==> src/rtl/kbd_playback_ctrl.sv <==
// Keyboard-driven playback controller: decodes ASCII commands, owns the sample
// address counter and issues one flash read per sample tick over req/ack.
module kbd_playback_ctrl #(
  parameter int unsigned ADDR_W     = 23,
  parameter int unsigned START_ADDR = 0,
  parameter int unsigned END_ADDR   = 23'h7FFFF,
  parameter int unsigned STEP_W     = 3
) (
  input  logic              clk,
  input  logic              rst,
  input  logic [7:0]        key,
  input  logic              key_valid,
  input  logic              sample_tick,
  input  logic              read_ack,
  output logic              read_req,
  output logic [ADDR_W-1:0] addr,
  output logic              dir,
  output logic              playing,
  output logic [STEP_W-1:0] step,
  output logic              overrun
);

  typedef enum logic [1:0] {S_PAUSE, S_PLAY, S_FETCH} state_t;
  typedef enum logic [1:0] {PEND_NONE, PEND_PAUSE, PEND_RESTART} pend_t;

  localparam logic [7:0] KEY_E     = 8'h45;
  localparam logic [7:0] KEY_D     = 8'h44;
  localparam logic [7:0] KEY_F     = 8'h46;
  localparam logic [7:0] KEY_B     = 8'h42;
  localparam logic [7:0] KEY_R     = 8'h52;
  localparam logic [7:0] KEY_PLUS  = 8'h2B;
  localparam logic [7:0] KEY_MINUS = 8'h2D;

  localparam logic [ADDR_W-1:0] START_A  = ADDR_W'(START_ADDR);
  localparam logic [ADDR_W-1:0] END_A    = ADDR_W'(END_ADDR);
  localparam logic [ADDR_W:0]   START_X  = (ADDR_W+1)'(START_ADDR);
  localparam logic [ADDR_W:0]   END_X    = (ADDR_W+1)'(END_ADDR);
  localparam logic [ADDR_W:0]   ONE_X    = (ADDR_W+1)'(1);
  localparam logic [STEP_W-1:0] STEP_MAX = '1;
  localparam logic [STEP_W-1:0] STEP_ONE = STEP_W'(1);

  state_t              state_q, state_d;
  pend_t               pend_q, pend_d;
  logic [ADDR_W-1:0]   addr_q, addr_d;
  logic                dir_q, dir_d;
  logic [STEP_W-1:0]   step_q, step_d;
  logic                ovr_q, ovr_d;

  logic                tick_from_play;
  logic                in_fetch;
  logic [ADDR_W:0]     addr_x, step_x, fwd_sum, fwd_x, bwd_x;
  logic [ADDR_W-1:0]   restart_addr, next_addr;

  always_ff @(posedge clk or posedge rst) begin
    if (rst) begin
      state_q <= S_PAUSE;
      pend_q  <= PEND_NONE;
      addr_q  <= START_A;
      dir_q   <= 1'b0;
      step_q  <= STEP_ONE;
      ovr_q   <= 1'b0;
    end else begin
      state_q <= state_d;
      pend_q  <= pend_d;
      addr_q  <= addr_d;
      dir_q   <= dir_d;
      step_q  <= step_d;
      ovr_q   <= ovr_d;
    end
  end

  // Wrap arithmetic in ADDR_W+1 bits so neither direction can overflow/underflow.
  always_comb begin
    addr_x  = {1'b0, addr_q};
    step_x  = (ADDR_W+1)'(step_d);
    fwd_sum = addr_x + step_x;
    fwd_x   = (fwd_sum > END_X) ? (START_X + (fwd_sum - END_X - ONE_X)) : fwd_sum;
    bwd_x   = (addr_x < (START_X + step_x)) ? (END_X + addr_x + ONE_X - START_X - step_x)
                                            : (addr_x - step_x);
    next_addr    = dir_d ? bwd_x[ADDR_W-1:0] : fwd_x[ADDR_W-1:0];
    restart_addr = dir_d ? END_A : START_A;
  end

  always_comb begin
    state_d = state_q;
    pend_d  = pend_q;
    addr_d  = addr_q;
    dir_d   = dir_q;
    step_d  = step_q;
    ovr_d   = ovr_q;

    // A tick out of PLAY enters FETCH; a key in that same cycle is handled as a FETCH key.
    tick_from_play = (state_q == S_PLAY) && sample_tick;
    in_fetch       = (state_q == S_FETCH) || tick_from_play;
    if (tick_from_play) state_d = S_FETCH;

    if (key_valid) begin
      case (key)
        KEY_F:     dir_d = 1'b0;
        KEY_B:     dir_d = 1'b1;
        KEY_PLUS:  if (step_q != STEP_MAX) step_d = step_q + STEP_ONE;
        KEY_MINUS: if (step_q != STEP_ONE) step_d = step_q - STEP_ONE;
        KEY_E:     if (state_q == S_PAUSE) state_d = S_PLAY;
        KEY_D: begin
          if (in_fetch)                pend_d  = PEND_PAUSE;
          else if (state_q == S_PLAY)  state_d = S_PAUSE;
        end
        KEY_R: begin
          ovr_d = 1'b0;
          if (in_fetch) pend_d = PEND_RESTART;
          else          addr_d = restart_addr;
        end
        default: ;
      endcase
    end

    if ((state_q == S_FETCH) && sample_tick) ovr_d = 1'b1;

    if ((state_q == S_FETCH) && read_ack) begin
      addr_d  = (pend_d == PEND_RESTART) ? restart_addr : next_addr;
      state_d = (pend_d == PEND_PAUSE) ? S_PAUSE : S_PLAY;
      pend_d  = PEND_NONE;
    end
  end

  assign read_req = (state_q == S_FETCH);
  assign playing  = (state_q != S_PAUSE);
  assign addr     = addr_q;
  assign dir      = dir_q;
  assign step     = step_q;
  assign overrun  = ovr_q;

endmodule

==> config.mk <==
export PLATFORM = sky130hd
export DESIGN_NAME = kbd_playback_ctrl
export DESIGN_NICKNAME = d
export VERILOG_FILES = /design/src/rtl/kbd_playback_ctrl.sv
export SDC_FILE = /design/constraint.sdc
export NUM_CORES = 1
export LEC_CHECK = 0
export ABC_AREA = 1
export CORE_MARGIN = 5
export CORE_UTILIZATION = 50
export DETAILED_ROUTE_END_ITERATION = 12
export PLACE_DENSITY = 0.71
export SETUP_SLACK_MARGIN = 0.5
export SLEW_MARGIN = 10
export SYNTH_ARGS = -nofsm -noshare
export SYNTH_HDL_FRONTEND = slang
export SYNTH_SLANG_ARGS = --single-unit
==> constraint.sdc <==
create_clock -name clk -period 4 [get_ports clk]
set_input_delay 0.8 -clock clk [delete_from_list [all_inputs] [get_ports clk]]
set_output_delay 0.8 -clock clk [all_outputs]
set_load 0.02 [all_outputs]
Word-level counts from Yosys, hierarchy flattened
Cells that the tools add are included.
- flip-flop bits (word level): 32
- input bits: 13
- output and inout bits: 30
- logic and storage cells: 74
- $add $sub $neg: 9
- $lt $le $gt $ge: 2
- equality and inequality tests: 14
- muxes and demuxes: 31
- reduce and logical (&&, ||, !) cells: 12
- operator list (kind ; count):
    two-way mux 23 bit ; 8
    subtractor 23 x 3 -> 23 bit ; 2
    equality test 8 x 7 -> 1 bit (second input constant) ; 5
    adder 23 x 3 -> 24 bit ; 1
    > comparator 24 x 19 -> 1 bit (second input constant) ; 1
    adder 19 x 23 -> 23 bit (first input constant) ; 1
    adder 23 x 1 -> 23 bit (second input constant) ; 1
    less-than comparator 23 x 3 -> 1 bit ; 1
    subtractor 23 x 1 -> 23 bit (second input constant) ; 1
    subtractor 23 x 19 -> 23 bit (second input constant) ; 1
    two-way mux 2 bit ; 10
    two-way mux 19 bit ; 1
    equality test 8 x 6 -> 1 bit (second input constant) ; 2
    nonzero test 2 bit ; 5
    two-way mux 3 bit ; 3
    one-hot mux 2 bit (2 select lines) ; 2
    one-hot mux 3 bit (2 select lines) ; 1
    two-way mux 1 bit ; 5
    equality test 2 x 1 -> 1 bit (second input constant) ; 2
    equality test 2 bit (second input constant) ; 2
    adder 3 x 1 -> 3 bit (second input constant) ; 1
    logical AND 1 bit ; 3
    inequality test 3 x 1 -> 1 bit (second input constant) ; 1
    inequality test 3 bit (second input constant) ; 1
    7 further kinds ; 7

Logic depth before layout (Yosys ltp)
Gate-level depths: netlist of the first run.
- depth in word-level cells: 11
- gate-level depth with buffers: 27
- mapped depth without buffers: 27

Worst setup path before layout of the first run
OpenSTA, ideal clock, no wires.
- kind: input to register
- from: in key[7]
- to: reg addr_q[19] (netlist: addr[19])
- arrival: 3.829 ns
- required time: 3.877 ns
- setup slack: 0.048 ns
- stages on the path: 23
- path buffers: 0
- cells stage by stage: nor2_1 -> nand3_1 -> nor3_2 -> o21ai_1 -> inv_1 -> o21ai_1 -> a22oi_1 -> inv_1 -> ha_1 -> inv_1 -> ha_1 -> inv_1 -> fa_1 -> o21ai_1 -> nand2_1 -> nand2_1 -> nand2_1 -> nand2_1 -> nand2_1 -> nand3_1 -> nand3_1 -> nand2_1 -> nand2_1
- longest elaborated chain between the ends: 10
- elaborated cells between the ends (all ways): 27
- classes of those cells: add/sub: 5; order compare: 2; eq/ne: 7; mux: 11; reduce/logical: 2
- ends and longest elaborated chain (item ; line ; text):
    start: declaration ; 11 ; input logic [7:0] key,
    equality test 8 x 6 -> 1 bit ; 98 ; case (key)
    one-hot mux 3 bit (2 select lines) * ; 98 ;
    two-way mux 3 bit * ; 97 ; if (key_valid) begin
    named net step_d[1] ; 46 ; logic [STEP_W-1:0] step_q, step_d;
    adder 23 x 3 -> 24 bit ; 76 ; fwd_sum = addr_x + step_x;
    subtractor 23 x 19 -> 23 bit ; 77 ; fwd_x = (fwd_sum > END_X) ? (START_X + (fwd_sum - END_X - ONE_X)) : fwd_sum;
    subtractor 23 x 1 -> 23 bit ; 77 ;
    two-way mux 23 bit ; 77 ;
    two-way mux 23 bit * ; 80 ; next_addr = dir_d ? bwd_x[ADDR_W-1:0] : fwd_x[ADDR_W-1:0];
    two-way mux 23 bit * ; 120 ; addr_d = (pend_d == PEND_RESTART) ? restart_addr : next_addr;
    two-way mux 23 bit * ; 119 ; if ((state_q == S_FETCH) && read_ack) begin
    end signal: assignment ; 65 ; addr_q <= addr_d;
    end: declaration ; 44 ; logic [ADDR_W-1:0] addr_q, addr_d;
Mark *: on every way through the listed nets, which the timed path passes. The rest lies on a longest branch.
A chain may end at the register's enable or synchronous reset.

Final worst setup path of the first run
- from: in key[6]
- to: reg addr_q[9] (netlist: addr[9])
Same word-level chain as after synthesis.

==> results of run 1 <==
state kept, by name (all words and copies together) (netlist names):
signal / cells
addr: 23
state_q: 2
step: 3
overrun: 1
pend_q: 2
dir: 1
path summary, 6_finish.rpt:
path	start	endpoint	slack, ns
max	key[6]	addr[9]	0.50
min reg2reg	overrun	overrun	0.50
min	overrun	overrun	0.50
max reg2reg	step[0]	addr[9]	0.59
min in group asynchronous	rst	addr[15]	1.00
max in group asynchronous	rst	addr[7]	2.26
final cells by class:
cell class                      count  area, um2  share of cell area (%)
Sequential cell                    32      802.0                   11.79
Multi-Input combinational cell    678       4177                   61.39
Timing Repair Buffer              117       1031                   15.16
Inverter                          138      530.5                   7.798
Clock inverter                      2      10.01                  0.1471
Clock buffer                        6      82.58                   1.214
Tap cell                          136      170.2                   2.501
cells in the final DEF, fill, tap and decap left out, types with 3 or more instances in the layout:
cell,Yosys,final
sky130_fd_sc_hd__nand2_4,4,7
sky130_fd_sc_hd__o21ai_2,1,3
sky130_fd_sc_hd__nor3_4,2,3
sky130_fd_sc_hd__nand2_1,280,256
sky130_fd_sc_hd__nand3_1,92,66
sky130_fd_sc_hd__nand3_4,1,5
sky130_fd_sc_hd__nor2_2,6,6
sky130_fd_sc_hd__nor2_1,73,71
sky130_fd_sc_hd__buf_12,0,3
sky130_fd_sc_hd__ha_1,68,61
sky130_fd_sc_hd__nand4_1,18,18
sky130_fd_sc_hd__buf_2,5,4
sky130_fd_sc_hd__ha_2,0,3
sky130_fd_sc_hd__inv_1,124,113
sky130_fd_sc_hd__clkdlybuf4s50_1,0,33
sky130_fd_sc_hd__buf_6,1,3
sky130_fd_sc_hd__nand3_2,1,23
sky130_fd_sc_hd__inv_2,12,22
sky130_fd_sc_hd__buf_4,3,69
sky130_fd_sc_hd__o21ai_0,22,18
sky130_fd_sc_hd__nand2_2,8,29
sky130_fd_sc_hd__ha_4,0,4
sky130_fd_sc_hd__a31oi_1,3,3
sky130_fd_sc_hd__xor2_1,18,18
sky130_fd_sc_hd__nor2_4,2,4
sky130_fd_sc_hd__o21bai_1,4,4
sky130_fd_sc_hd__a21oi_1,31,30
sky130_fd_sc_hd__nor3_1,10,9
sky130_fd_sc_hd__o21ai_1,14,14
sky130_fd_sc_hd__dfrtp_1,31,31
sky130_fd_sc_hd__fa_2,0,4
sky130_fd_sc_hd__clkbuf_8,0,6
logic make-up after synthesis:
logic type,after synthesis
simple gates,504
buf+inv,149
compound gates,83
fa+ha+maj,72
flops,32
xor+xnor,19
metal layers:
layer | up-vias | global-route usage [%] | share of wire (%)
met4 | 0 | 8.494 | 2.7
met1 | 2738 | 34.73 | 43
met2 | 244 | 46.00 | 48
li1 | 2955 | - | -
met5 | - | 0 | 0
met3 | 36 | 4.348 | 7.0
worst reg2reg max path, cell delays in order (launching register included):
cell and delay, ns:
sky130_fd_sc_hd__dfstp_2 0.56, sky130_fd_sc_hd__inv_1 0.08, sky130_fd_sc_hd__ha_1 0.33, sky130_fd_sc_hd__nor2_1 0.12, sky130_fd_sc_hd__nor2_1 0.07, sky130_fd_sc_hd__a22oi_2 0.24, sky130_fd_sc_hd__inv_2 0.08, sky130_fd_sc_hd__ha_4 0.23
sky130_fd_sc_hd__inv_4 0.06, sky130_fd_sc_hd__ha_4 0.14, sky130_fd_sc_hd__inv_2 0.04, sky130_fd_sc_hd__fa_2 0.39, sky130_fd_sc_hd__o21ai_4 0.19, sky130_fd_sc_hd__nand2_1 0.08, sky130_fd_sc_hd__nand2_2 0.11, sky130_fd_sc_hd__buf_6 0.10
sky130_fd_sc_hd__xor2_1 0.13, sky130_fd_sc_hd__nand2_1 0.09, sky130_fd_sc_hd__nand2_1 0.08, sky130_fd_sc_hd__nand3_2 0.07, sky130_fd_sc_hd__nand2_2 0.07, sky130_fd_sc_hd__o21ai_2 0.05
stage by stage:
stage               hold WS (ns)  instances
floorplan                 0.5190        859
global placement          0.4968       1089
detailed placement        0.4877       1089
CTS                       0.5039       1104
global route              0.5342       1109
finish                    0.5024       1109
report_power, final:
group / switching, uW / internal (uW) / total, uW
clock network: 135 / 137 / 272
registers: 331 / 450 / 781
logic: 2540 / 1650 / 4190
timing repair:
item                                   in CTS  in global routing
pin swaps                                  18                 32
setup buffers                               7                  4
setup endpoints to repair                  21                 21
gates cloned                                0                  1
endpoints found under the hold margin       0                  0
resized for setup                          48                 71
==> flow_metrics.py, run 1 <==
metrics = {
    "synth": {
        "synth_ff_type": "sky130_fd_sc_hd__dfrtp_1",
        "synth_top_cells_by_area": "sky130_fd_sc_hd__nand2_1 20%, sky130_fd_sc_hd__ha_1 16%, sky130_fd_sc_hd__dfrtp_1 15%, sky130_fd_sc_hd__inv_1 8.9%, sky130_fd_sc_hd__nand3_1 8.9%",
        "synthesis.area_per_instance_um2": 6.056,
        "synth_simple_gate_area_share_pct": 43.15,
        "number_of_flip_flops_and_latches_in_the_synthesized_netlist": 32,
        "synth-seq-area-share_pct": 15.42,
        "yosys.area.top_type_share_pct": 20.20,
        "yosys.area_share.adder_pct": 17.89,
        "synth_compound_gate_area_share_pct": 8.971,
        "synth_top_cell_by_area": "sky130_fd_sc_hd__nand2_1",
        "synth-xor-area-share_pct": 3.199,
        "synth_warnings": 0,
        "synth_top_family_by_area": "simple AND/OR/NAND/NOR gates",
        "synth.most_common_cell": "sky130_fd_sc_hd__nand2_1",
        "synthArstFlopShare_pct": 100.0,
        "synth_fp_nets": 944,
        "leading_post_synthesis_cells_by_instance_count": "280 x sky130_fd_sc_hd__nand2_1, 124 x sky130_fd_sc_hd__inv_1, 92 x sky130_fd_sc_hd__nand3_1",
        "synth_cell_type_count": 44,
        "netlist_instances": 859,
        "synth_enable_flop_cells": 0,
        "syn-cell-area_um2": 5202,
        "synth.mux.area_fraction_pct": 0,
    },
    "power": {
        "finalPower_uw": 5246,
        "ir_drop_worst_vdd_mv": 0.4792,
        "power.leakage_uw": 0.003443,
        "cellPowerDensity_nw_per_um2": 771.2,
    },
    "setup_path": {
        "timing.critical_path.slowest_cell_delay_ns": 0.39,
        "worst-path-max-fanout": 4,
        "critical_path.endpoint_type": "flop",
        "timing.reg2reg.worst_path_depth": 21,
        "startpoint_type": "input port",
        "worst-path-buf-inv": 6,
        "crit_chain": "buf_8 > nor2_4 > nand3_4 > nor3_4 > o21ai_4 > inv_2 > o21ai_2 > a22oi_2 > inv_2 > ha_4 > inv_4 > ha_4 > inv_2 > fa_2 > o21ai_4 > nand2_1 > nand2_2 > buf_6 > xor2_1 > nand2_1 > nand2_1 > nand3_2 > nand2_2 > o21ai_2",
        "timing.critical_path.max_delay_family": "simple AND/OR/NAND/NOR gates",
        "critical_path_cell_with_the_highest_stage_delay": "sky130_fd_sc_hd__fa_2",
        "critical_path_depth": 24,
        "critical_path_class": "in -> reg",
        "critical_path_arrival_ns": 3.68,
        "cp_data_required_time_ns": 4.18,
    },
    "timing": {
        "max-slew-margin-rel_pct": 36.91,
        "max_slew.worst_pin.slew_ns": 0.9453,
        "timing.clock.skew_ns": 0.01352,
        "fmaxAchievable_mhz": 285.7,
        "totalNegativeSetupSlack_ns": 0,
        "hold_violations": 0,
        "final_min_period_over_clock_period_pct": 87.51,
        "grt_setup_unrepaired": "true",
        "timing.final.setup_violations": 0,
        "fin_crit_ns": 3.501,
        "finalWorstSetupSlack_ns": 0.4994,
        "finalMaxSlewViolations": 0,
    },
    "placed_design": {
        "dpl.hpwl_um": 13660,
        "io_buffers": 42,
        "placedInstanceArea_um2": 6295,
        "gp_congestion": 0.9645,
        "post-place-ws_ns": -0.3765,
    },
    "grt": {
        "initial_antenna_violation_count": 0,
        "vias_in_the_first_global_route": 5758,
        "grt_max_degree": 24,
        "globalRouteTotalUtil_pct": 26.91,
        "grt_first_pass_wirelength_um": 27740,
        "overall_overflow_remaining_after_global_route": 0,
    },
    "routing": {
        "vias": 5973,
        "wl_um": 17260,
        "drt_iter0_markers": 502,
        "drt-pass1-iter-count": 5,
        "wl_per_cell_um": 15.56,
        "ant_nets": 0,
        "detail_route.vias_per_cell": 5.386,
        "drt_drc_violations_left": 0,
    },
    "clock_tree": {
        "cts.path.max_buffers": 2,
        "clk_pin_slew_worst_paths_ns": 0.07,
        "clkLatencyLatePin_ns": 0.30,
        "tritoncts_clock_tree": "built",
        "cts_max_level": 2,
        "num_cts_buffers": 5,
        "cts-hold-fix-buffers": 0,
        "cts.sinks": 32,
        "clockRootBuffer": "sky130_fd_sc_hd__clkbuf_8",
    },
    "run_status": {
        "run_status": "finished, final reports clean",
    },
    "floorplanning": {
        "dieHeight_um": 112.0,
        "die_w_um": 112.0,
        "die_area_um2": 12550,
        "start_util_pct": 50.85,
        "core_region_um2": 10230,
        "io_pins": 43,
        "std_cell_rows": 37,
    },
    "finish": {
        "fin_util_pct": 66.49,
        "antennaDiodeCount": 0,
        "drive_gt1_share_pct": 22.40,
        "final_nets": 1057,
        "finalInstanceArea_um2": 6803,
        "filler_cell_count": 927,
        "area_growth_pct": 30.76,
    },
    "worst_hold_path": {
        "worstHoldPathType": "reg -> reg",
        "hold-path-cell-count": 1,
    },
    "job": {
        "max_cap_viol_count": 0,
    },
}
No activity file was read; power rests on OpenSTA's default activity.
==> inputs of run 2 (changes only) <==
Settings changed: TNS_END_PERCENT from default to 1.
==> flow_metrics.py, run 2 (synthesis gave the netlist of run 1 again) <==
metrics = {
    "routing": {
        "vias": 6012,
        "ant_nets": 0,
        "drt_iter0_markers": 538,
        "wl_um": 17640,
        "wl_per_cell_um": 15.88,
        "drt_drc_violations_left": 0,
        "drt-pass1-iter-count": 5,
        "detail_route.vias_per_cell": 5.411,
    },
    "floorplanning": {
        "die_area_um2": 12550,
        "start_util_pct": 50.85,
        "std_cell_rows": 37,
        "io_pins": 43,
        "core_region_um2": 10230,
        "dieHeight_um": 112.0,
        "die_w_um": 112.0,
    },
    "clock_tree": {
        "cts_max_level": 2,
        "clk_pin_slew_worst_paths_ns": 0.08,
        "clkLatencyLatePin_ns": 0.31,
        "num_cts_buffers": 5,
        "cts.sinks": 32,
        "cts.path.max_buffers": 2,
        "tritoncts_clock_tree": "built",
        "clockRootBuffer": "sky130_fd_sc_hd__clkbuf_8",
    },
    "finish": {
        "multi_input_comb_area_um2": 4095,
        "fin_util_pct": 65.55,
        "filler_cell_count": 928,
        "mostFrequentLayoutCells": "259 x sky130_fd_sc_hd__nand2_1, 117 x sky130_fd_sc_hd__inv_1, 72 x sky130_fd_sc_hd__buf_4",
        "area.sequential_um2": 802.0,
        "max_reg_flops": 23,
        "area_growth_pct": 28.91,
        "drive_gt1_share_pct": 20.82,
        "antennaDiodeCount": 0,
        "final_nets": 1059,
        "layout_commonest_cell": "sky130_fd_sc_hd__nand2_1",
    },
    "setup_path": {
        "worst-path-max-fanout": 4,
        "critical_path.endpoint_type": "flop",
        "timing.critical_path.slowest_cell_delay_ns": 0.49,
        "critical_path_class": "in -> reg",
        "startpoint_type": "input port",
        "cp_data_required_time_ns": 4.20,
        "most_used_cell_along_the_critical_path": "sky130_fd_sc_hd__nand2_1",
        "crit_chain": "buf_6 > nor2_4 > nand3_4 > nor3_4 > o21ai_4 > inv_2 > o21ai_2 > a22oi_2 > ha_2 > inv_1 > fa_1 > inv_1 > nand3_1 > nand3_2 > buf_4 > nand3_2 > nand3_2 > nand2_1 > nand2_2 > nand2_1 > nand2_1 > nand2_1 > nand2_1 > nand2_1",
        "critical_path_arrival_ns": 3.73,
        "critical_path_cell_with_the_highest_stage_delay": "sky130_fd_sc_hd__fa_1",
    },
    "run_status": {
        "run_status": "finished, final reports clean",
    },
    "power": {
        "cellPowerDensity_nw_per_um2": 776.6,
        "power.leakage_uw": 0.003438,
        "ir_drop_worst_vdd_mv": 0.4760,
    },
    "timing": {
        "fin_crit_ns": 3.525,
        "finalMaxSlewViolations": 0,
        "hold_violations": 0,
        "totalNegativeSetupSlack_ns": 0,
        "fmaxAchievable_mhz": 283.7,
        "max_slew.worst_pin.slew_ns": 0.9439,
        "timing.final.setup_violations": 0,
        "timing.clock.skew_ns": 0.01290,
        "grt_setup_unrepaired": "true",
        "max-slew-margin-rel_pct": 37.01,
        "final_min_period_over_clock_period_pct": 88.13,
    },
    "grt": {
        "overall_overflow_remaining_after_global_route": 0,
        "globalRouteTotalUtil_pct": 28.06,
        "grt_first_pass_wirelength_um": 28830,
        "grt_max_degree": 25,
        "initial_antenna_violation_count": 0,
        "vias_in_the_first_global_route": 5996,
    },
    "placed_design": {
        "gp_congestion": 0.9795,
        "io_buffers": 42,
        "dpl.hpwl_um": 13960,
    },
    "job": {
        "max_cap_viol_count": 0,
    },
    "worst_hold_path": {
        "worstHoldPathType": "reg -> reg",
    },
}
-- run 2: stage by stage --
step	cells	power, uW	worst slack (ns)	hold slack, ns	cell area, um2
after global placement	1090	4539	-0.2553	0.4996	6300
after global routing	1111	5686	0.3078	0.5354	6706
after floorplan	859	3281	0.4515	0.5190	5270
final	1111	5209	0.4750	0.4983	6706
after detailed placement	1090	4614	-0.3772	0.4877	6300
after CTS	1104	5010	0.4740	0.5069	6558
-- run 2: layout make-up --
type                    instances  share of cell area, %
well taps                     136                  2.537
clock inverters                 2                 0.1493
flip-flops and latches         32                  11.96
inverters                     138                  7.910
multi-input cells             678                  61.06
clock buffers                   6                  1.231
repair buffers                119                  15.15
-- run 2: report_power, final --
part           internal, uW  switching [uW]
sequential              450             326
combinational          1610            2550
clock                   137             138
total                  2200            3010
-- run 2: worst max-delay path: cells and delay by family --
family / cells / cell delay (ns)
adders and majority gates: 2 / 0.76
and+or+nand+nor: 14 / 1.29
buffers and inverters: 5 / 0.49
AOI/OAI and AO/OA: 3 / 0.41
-- run 2: final timing paths --
check,start,to,slack (ns),cells after the start
max,key[6],addr[20],0.47,24
min reg2reg,overrun,overrun,0.50,1
min,overrun,overrun,0.50,1
max in group asynchronous,rst,addr[17],2.29,3
max reg2reg,step[0],addr[20],0.57,21
min in group asynchronous,rst,addr[11],1.01,2
-- run 2: per-layer routing --
layer  up-vias  part of all wire (%)  track usage (%)
met5         -                     0                0
met4         0                   3.0            10.66
met3        47                   6.3            4.076
met2       244                    48            48.36
met1      2766                    43            35.41
li1       2955                     -                -
-- run 2: what timing repair did --
action | 4_1_cts | 5_1_grt
pin swaps | 20 | 17
resized for setup | 68 | 32
setup buffers | 6 | 7
hold buffers | 0 | 0
endpoints found under the setup margin | 21 | 21
